File: src/rtl/uart_tx_serializer.sv
// uart_tx_serializer: byte-wide UART transmitter with a valid/ready handshake.
// Frame: 1 start bit, DATA_BITS data bits sent LSB first, optional parity bit,
// and STOP_BITS stop bits. The shared clk_baud tick sets the bit timing.
// Build option UART_TX_PARITY_EN: when defined, an even-parity bit follows
// the data bits.
//
// state      | meaning
// -----------+---------------------------------------------------------------
// ST_IDLE    | line idle (tx=1); the handshake accepts a byte here
// ST_SYNC    | byte latched; wait for a tick so the start bit is a full period
// ST_START   | start bit (tx=0)
// ST_DATA    | data bits; bit_counter is the index of the bit on the line
// ST_PARITY  | even-parity bit (only when UART_TX_PARITY_EN is defined)
// ST_STOP    | stop bits (tx=1); a down-counter tracks the remaining periods
module uart_tx_serializer #(
  parameter int DATA_BITS = 8,
  parameter int STOP_BITS = 1
) (
  input  logic                 clk,
  input  logic                 reset,
  input  logic                 clk_baud,
  input  logic                 tx_abort,
  input  logic [DATA_BITS-1:0] tx_data,
  input  logic                 tx_valid,
  output logic                 tx_ready,
  output logic                 tx,
  output logic                 tx_busy,
  output logic                 tx_done,
  output logic [3:0]           bit_counter
);

  localparam logic [3:0] LAST_BIT  = 4'(DATA_BITS - 1);
  localparam logic [1:0] STOP_LOAD = 2'(STOP_BITS - 1);

  typedef enum logic [2:0] {
    ST_IDLE,
    ST_SYNC,
    ST_START,
    ST_DATA,
`ifdef UART_TX_PARITY_EN
    ST_PARITY,
`endif
    ST_STOP
  } state_t;

  state_t               state_q, state_d;
  logic [DATA_BITS-1:0] shift_q, shift_d;
  logic                 tx_q, tx_d;
  logic                 done_q, done_d;
  logic [3:0]           bit_cnt_q, bit_cnt_d;
  logic [1:0]           stop_cnt_q, stop_cnt_d;
`ifdef UART_TX_PARITY_EN
  logic                 parity_q, parity_d;
`endif

  // State and datapath registers; reset returns the line to idle at once.
  always_ff @(posedge clk or posedge reset) begin
    if (reset) begin
      state_q    <= ST_IDLE;
      shift_q    <= '0;
      tx_q       <= 1'b1;
      done_q     <= 1'b0;
      bit_cnt_q  <= '0;
      stop_cnt_q <= '0;
`ifdef UART_TX_PARITY_EN
      parity_q   <= 1'b0;
`endif
    end else begin
      state_q    <= state_d;
      shift_q    <= shift_d;
      tx_q       <= tx_d;
      done_q     <= done_d;
      bit_cnt_q  <= bit_cnt_d;
      stop_cnt_q <= stop_cnt_d;
`ifdef UART_TX_PARITY_EN
      parity_q   <= parity_d;
`endif
    end
  end

  // Next state and next line value; abort overrides accept and baud ticks.
  always_comb begin
    state_d    = state_q;
    shift_d    = shift_q;
    tx_d       = tx_q;
    done_d     = 1'b0;
    bit_cnt_d  = bit_cnt_q;
    stop_cnt_d = stop_cnt_q;
`ifdef UART_TX_PARITY_EN
    parity_d   = parity_q;
`endif
    if (tx_abort) begin
      state_d   = ST_IDLE;
      tx_d      = 1'b1;
      bit_cnt_d = '0;
    end else begin
      case (state_q)
        ST_IDLE: begin
          tx_d = 1'b1;
          // A tick arriving with the accept is deliberately ignored.
          if (tx_valid) begin
            shift_d  = tx_data;
`ifdef UART_TX_PARITY_EN
            parity_d = ^tx_data;
`endif
            state_d  = ST_SYNC;
          end
        end
        ST_SYNC: begin
          if (clk_baud) begin
            state_d = ST_START;
            tx_d    = 1'b0;
          end
        end
        ST_START: begin
          if (clk_baud) begin
            state_d   = ST_DATA;
            tx_d      = shift_q[0];
            bit_cnt_d = '0;
          end
        end
        ST_DATA: begin
          if (clk_baud) begin
            if (bit_cnt_q == LAST_BIT) begin
              bit_cnt_d  = '0;
`ifdef UART_TX_PARITY_EN
              state_d    = ST_PARITY;
              tx_d       = parity_q;
`else
              state_d    = ST_STOP;
              tx_d       = 1'b1;
              stop_cnt_d = STOP_LOAD;
`endif
            end else begin
              shift_d   = shift_q >> 1;
              tx_d      = shift_q[1];
              bit_cnt_d = bit_cnt_q + 4'd1;
            end
          end
        end
`ifdef UART_TX_PARITY_EN
        ST_PARITY: begin
          if (clk_baud) begin
            state_d    = ST_STOP;
            tx_d       = 1'b1;
            stop_cnt_d = STOP_LOAD;
          end
        end
`endif
        ST_STOP: begin
          tx_d = 1'b1;
          if (clk_baud) begin
            if (stop_cnt_q == 2'd0) begin
              state_d = ST_IDLE;
              done_d  = 1'b1;
            end else begin
              stop_cnt_d = stop_cnt_q - 2'd1;
            end
          end
        end
        default: begin
          state_d = ST_IDLE;
          tx_d    = 1'b1;
        end
      endcase
    end
  end

  assign tx          = tx_q;
  assign tx_done     = done_q;
  assign bit_counter = bit_cnt_q;
  assign tx_ready    = (state_q == ST_IDLE);
  assign tx_busy     = (state_q != ST_IDLE);

endmodule
File: config.mk
export PLATFORM = sky130hd
export DESIGN_NAME = uart_tx_serializer
export DESIGN_NICKNAME = d
export VERILOG_FILES = /design/src/rtl/uart_tx_serializer.sv
export SDC_FILE = /design/constraint.sdc
export NUM_CORES = 1
export LEC_CHECK = 0
export CORE_MARGIN = 1
export CORE_UTILIZATION = 48
export CTS_BUF_LIST = sky130_fd_sc_hd__clkbuf_4
export CTS_CLUSTER_DIAMETER = 30
export CTS_CLUSTER_SIZE = 10
export DETAILED_ROUTE_END_ITERATION = 8
export PLACE_DENSITY = 0.88
export SLEW_MARGIN = 20
export SYNTH_ARGS = -nofsm -noshare
export SYNTH_HDL_FRONTEND = slang
export SYNTH_SLANG_ARGS = --single-unit
File: constraint.sdc
create_clock -name clk -period 1.6 [get_ports clk]
set_input_delay 0.16 -clock clk [delete_from_list [all_inputs] [get_ports clk]]
set_output_delay 0.16 -clock clk [all_outputs]
set_load 0.01 [all_outputs]
Word-level counts from Yosys, hierarchy flattened
Cells that the tools add are included.

storage, ports and cells
  input port bits = 13
  output and inout port bits = 8
  logic and storage cells = 71
  bits in registers = 19

operators by class
  muxes and demuxes = 33
  equal/unequal tests = 18
  bitwise gates (word level) = 1
  add/subtract/negate cells = 2
  reduce and logical (&&, ||, !) cells = 11

operators by type and width
  kind                 number
  $mux 3               8
  $mux 8               3
  $ne 3x3->1 const B   7
  $mux 4               4
  $pmux 8 s2           1
  $pmux 3 s5           1
  $ne 2x2->1 const B   6
  $mux 1               9
  $mux 2               4
  $pmux 4 s2           1
  $reduce_and 7->1     1
  $eq 3x2->1 const B   2
  $reduce_and 3->1     2
  $reduce_and 6->1     1
  $reduce_bool 3->1    2
  $reduce_and 5->1     1
  $add 4x1->4 const B  1
  $eq 4x3->1 const B   1
  $pmux 2 s2           1
  $reduce_bool 2->1    2
  $eq 3x1->1 const B   1
  $eq 3x3->1 const B   1
  $logic_not 3->1      1
  $pmux 1 s3           1
  3 further kinds      3

Longest topological paths before layout
  depth after elaboration = 5
  gate-level depth with buffers = 6
  depth with buffers taken out = 6

Worst setup path after synthesis
OpenSTA, ideal clock, no wires.

  path kind = register to register
  from = reg bit_cnt_q[0] (netlist: bit_counter[0])
  to = reg shift_q[0]
  period minus slack after synthesis = 1691 ps
  stages on the path, launching flop included = 6
  setup time = 125 ps
  required time = 1475 ps
  buffers on the path = 0
  setup slack = -91 ps
  data arrival time = 1567 ps
  cell sequence = dfrtp_1 > ha_1 > and3b_1 > nor2_1 > o21bai_2 > mux2_2

between the ends
  word-level cells in the longest chain between the ends = 3

RTL lines
  item                               RTL line  text
  start: declaration                 50        logic [3:0] bit_cnt_q, bit_cnt_d;
  start signal: assignment           73        bit_cnt_q <= bit_cnt_d;
  $eq 4x3->1                         124       if (bit_cnt_q == LAST_BIT) begin
  $ne 2x2->1 (no source line)        -
  $reduce_and 5->1 (no source line)  -
  end signal: assignment             70        shift_q <= shift_d;
  end: declaration                   47        logic [DATA_BITS-1:0] shift_q, shift_d;

Every way passes these cells.
A chain may end at the register's enable or synchronous reset.

Worst setup path after layout
  from = reg state_q[1]
  to = reg state_q[1]

between the ends
  word-level cells in the longest chain between the ends = 3
  elaborated cells between the ends (all ways) = 15
  classes of those cells = eq/ne (11); mux (2); reduce/logical (2)

RTL lines
  item                                                         RTL line  text
  start: declaration                                           46        state_t state_q, state_d;
  start signal: assignment                                     69        state_q <= state_d;
  $eq 3x3->1 (tied with other cells)                           97        case (state_q)
  $ne 3x3->1 (no source line) or $pmux 3 s5 (tied branches)    -
  $reduce_and 7->1 (no source line) or $mux 3 (tied branches)  -

Parallel ways exist; a longest one is shown, timed or not.

==> impl_metrics.yaml <==
synthesis:
  ys.flop_type: "dfrtp_1"
  synth_seq_cells: 19
  synth_top_family_by_area: "simple AND/OR/NAND/NOR gates"
  synthCells: 106
  ys_warn_count: 0
  yosys.area_share.xor_xnor_pct: 0.747
  syn_area_per_cell_sq_um: 11.1
  synth_compound_area_share_pct: 11.4
  yosys.area.top_type: "dfrtp_1"
  synthesis.nets: 121
  synth-async-reset-ratio_pct: 100
  synth-edff-count: 0
  synth_mux_area_share_pct: 18.8
  yosysSeqAreaShare_pct: 40.7
  syn_area_sq_mm: 0.00117
  synth_cell_types: 40
  post-synth-top-area-fraction_pct: 38.4
  synthAdderAreaFrac_pct: 2.13
  synth_area_leaders: "dfrtp_1 (38%), mux2_2 (13%), o21ai_0 (3.4%), buf_6 (2.9%), mux2_4 (2.6%)"
  synth-simple-area-share_pct: 20.7
setup_path:
  critPathLaunchType: "flop"
  endpoint: "state_q[1]$_DFFE_PP0P_"
  r2r_slack_ns: -0.12
  crit_required_ns: 1.79
  worstRegToRegCells: 5
  crit_chain: "buf_6 -> o21ai_1 -> or4b_4 -> o211ai_2 -> mux2_4"
  max_stage_delay_ns: 0.49
  critPathLaunch: "state_q[1]$_DFFE_PP0P_"
  worst_path_max_delay_cell: "or4b_4"
  r2r_end: "state_q[1]$_DFFE_PP0P_"
  criticalPathCategory: "reg -> reg"
  critPathMaxFanout: 3
  path_delay_family: "simple AND/OR/NAND/NOR gates"
  cp.depth: 5
  crit_arrival_ns: 1.91
  crit_buf_inv: 1
  worstReg2RegStart: "state_q[1]$_DFFE_PP0P_"
  cp-end-kind: "flop"
timing:
  clock.fmax_ghz: 0.581
  hold_violations: 0
  period_needed_ns: 1.72
  rsz0062_at_grt: "yes"
  fin_worst_skew_ns: 0.0115
  relSlewSlack_pct: 73.2
  worst_slack_ns: -0.120
  worst_pin_slew_ns: 0.399
  fin_crit_sh_pct: 108
  slew_violations: 0
  whs_ns: 0.0975
  setup_viol: 12
clock_tree:
  htreeDepth: 1
  cts-root-buf: "clkbuf_4"
  cts_num_sinks: 19
  clock_path_buffers: 2
  clk_pin_slew_worst_paths_ns: 0.12
  clk_latency_ns: 0.31
  numCtsBuffers: 3
  cts_tree: "done"
routing:
  drc: 0
  drt-vias-per-instance: 5.52
  drt-pass1-iter-count: 4
  first_iter_violations: 16
  routed_wl_um: 2850
  ant_nets: 0
  dr_total_vias: 1005
  avgRoutedWirePerCell_um: 15.7
global_routing:
  grt_pass1_vias: 1028
  grt_remaining_overflow: 0
  antenna_found_initial: 0
  grt_first_pass_wirelength_um: 4670
  grt_max_degree: 12
  track_usage_pct: 24.2
flow_run:
  drv_cap: 0
finish:
  nets: 170
  area_delta_synth_final_pct: 48.1
  antenna_cells: 0
  drive_gt1_share_pct: 48.7
power:
  power.density_mw_per_mm2: 1130
  cellLeakagePower_nw: 0.787
  irDropWorstVdd_mv: 0.882
  power_mw: 1.96
run_status:
  violations: "negative setup slack"
  status: "finished with violations"
worst_hold_path:
  min_path_type: "in -> async"
die:
  io_pins: 21
  start_util_pct: 52.0
  coreArea_sq_mm: 0.00225
  die_area_sq_mm: 0.00264
  dieWidth_um: 51.4
  rows: 17
  die_y_um: 51.4
placement:
  port_buffers: 20
  dp_hpwl_um: 2040
  place_congestion: 0.872
-- cells in the mapped netlist, drive strengths merged (3+ instances only) --
| cell | n |
|---|---|
| inv | 5 |
| dfrtp | 18 |
| nand2 | 5 |
| a31oi | 3 |
| nor3 | 5 |
| nor2 | 7 |
| buf | 5 |
| mux2 | 18 |
| o21ai | 9 |
| nand3b | 4 |
-- power by group --
part / internal [mW] / total [mW] / switching, mW
combinational: 0.597 / 0.973 / 0.376
clock: 0.0933 / 0.254 / 0.161
sequential: 0.622 / 0.731 / 0.109
total: 1.31 / 1.96 / 0.645
-- sequential cells by signal, summed over array words and instances, names as in the netlist --
register,cells
shift_q,8
bit_counter,4
state_q,3
stop_cnt_q,2
tx,1
tx_done,1
-- layout by cell type (no fill, tap or decap), types with 2 or more instances in the layout --
cell type        count
buf_4               22
dfrtp_2              4
o21ai_0              5
mux2_2               9
o21ai_1              2
mux2_4               9
nor3_1               4
buf_6                6
nand3_1              2
nand3b_1             3
inv_1                5
clkbuf_4             3
a21oi_1              2
clkdlybuf4s50_1     18
dfrtp_1             14
nand2_1              5
nor2_1               6
a31oi_1              2
-- logic make-up (layout without fill, tap and decap cells) --
logic type / count (synthesis) / count (layout)
flops: 19 / 19
fa+ha+maj: 2 / 2
buf+inv: 10 / 58
mux: 19 / 19
xor+xnor: 1 / 1
compound gates: 20 / 20
simple gates: 35 / 35
-- worst register-to-register path, stage by stage, from the launching register on --
cell	delay, ns
dfrtp_2	0.46
buf_6	0.13
o21ai_1	0.11
or4b_4	0.49
o211ai_2	0.11
mux2_4	0.32
-- layout make-up --
class / count / area (sq um)
fillers: 156 / 518
flip-flops and latches: 19 / 482
clock inverters: 1 / 5.00
clock buffers: 3 / 22.5
inverters: 5 / 18.8
repair buffers: 49 / 452
well taps: 28 / 35.0
multi-input cells: 77 / 722
-- how the worst min path moves through the flow --
stage | depth (start not counted) | slack, ns | end
2_1_floorplan | 1 | 0.11 | bit_counter[1]$_DFFE_PP0P_
3_3_place_gp | 2 | 0.44 | bit_counter[1]$_DFFE_PP0P_
3_5_place_dp | 2 | 0.45 | bit_counter[1]$_DFFE_PP0P_
4_1_cts | 2 | 0.12 | state_q[0]$_DFFE_PP0P_
5_1_grt | 2 | 0.16 | state_q[0]$_DFFE_PP0P_
6_report | 2 | 0.1 | state_q[2]$_DFFE_PP0P_
-- layer usage --
metal / track usage, % / vias to the layer above / share of wire (%)
li1: - / 483 / -
met1: 28.9 / 491 / 43
met2: 43.3 / 25 / 53
met3: 3.87 / 6 / 3.1
met4: 8.56 / 0 / 1.5
met5: 0 / - / 0
-- through the flow --
step | std cells | setup slack [ns] | util [%] | instance area, sq um | TNS [ns]
4_1_cts | 181 | -0.112 | 74.9 | 1690 | -0.658
5_1_grt | 182 | -0.149 | 77.0 | 1740 | -1.39
3_5_place_dp | 171 | -0.142 | 69.1 | 1560 | -0.991
2_1_floorplan | 106 | -0.0353 | - | 1210 | -0.232
3_3_place_gp | 171 | -0.0938 | 69.1 | 1560 | -0.572
6_report | 182 | -0.120 | 77.0 | 1740 | -0.980
-- what timing repair did --
item,4_1_cts,5_1_grt
hold buffers,0,0
buffers inserted,6,1
gates cloned,0,0
gates resized for setup,18,9
pin swaps,7,3
endpoints found under the setup margin,14,16
Power figures use the tool's default switching activity.
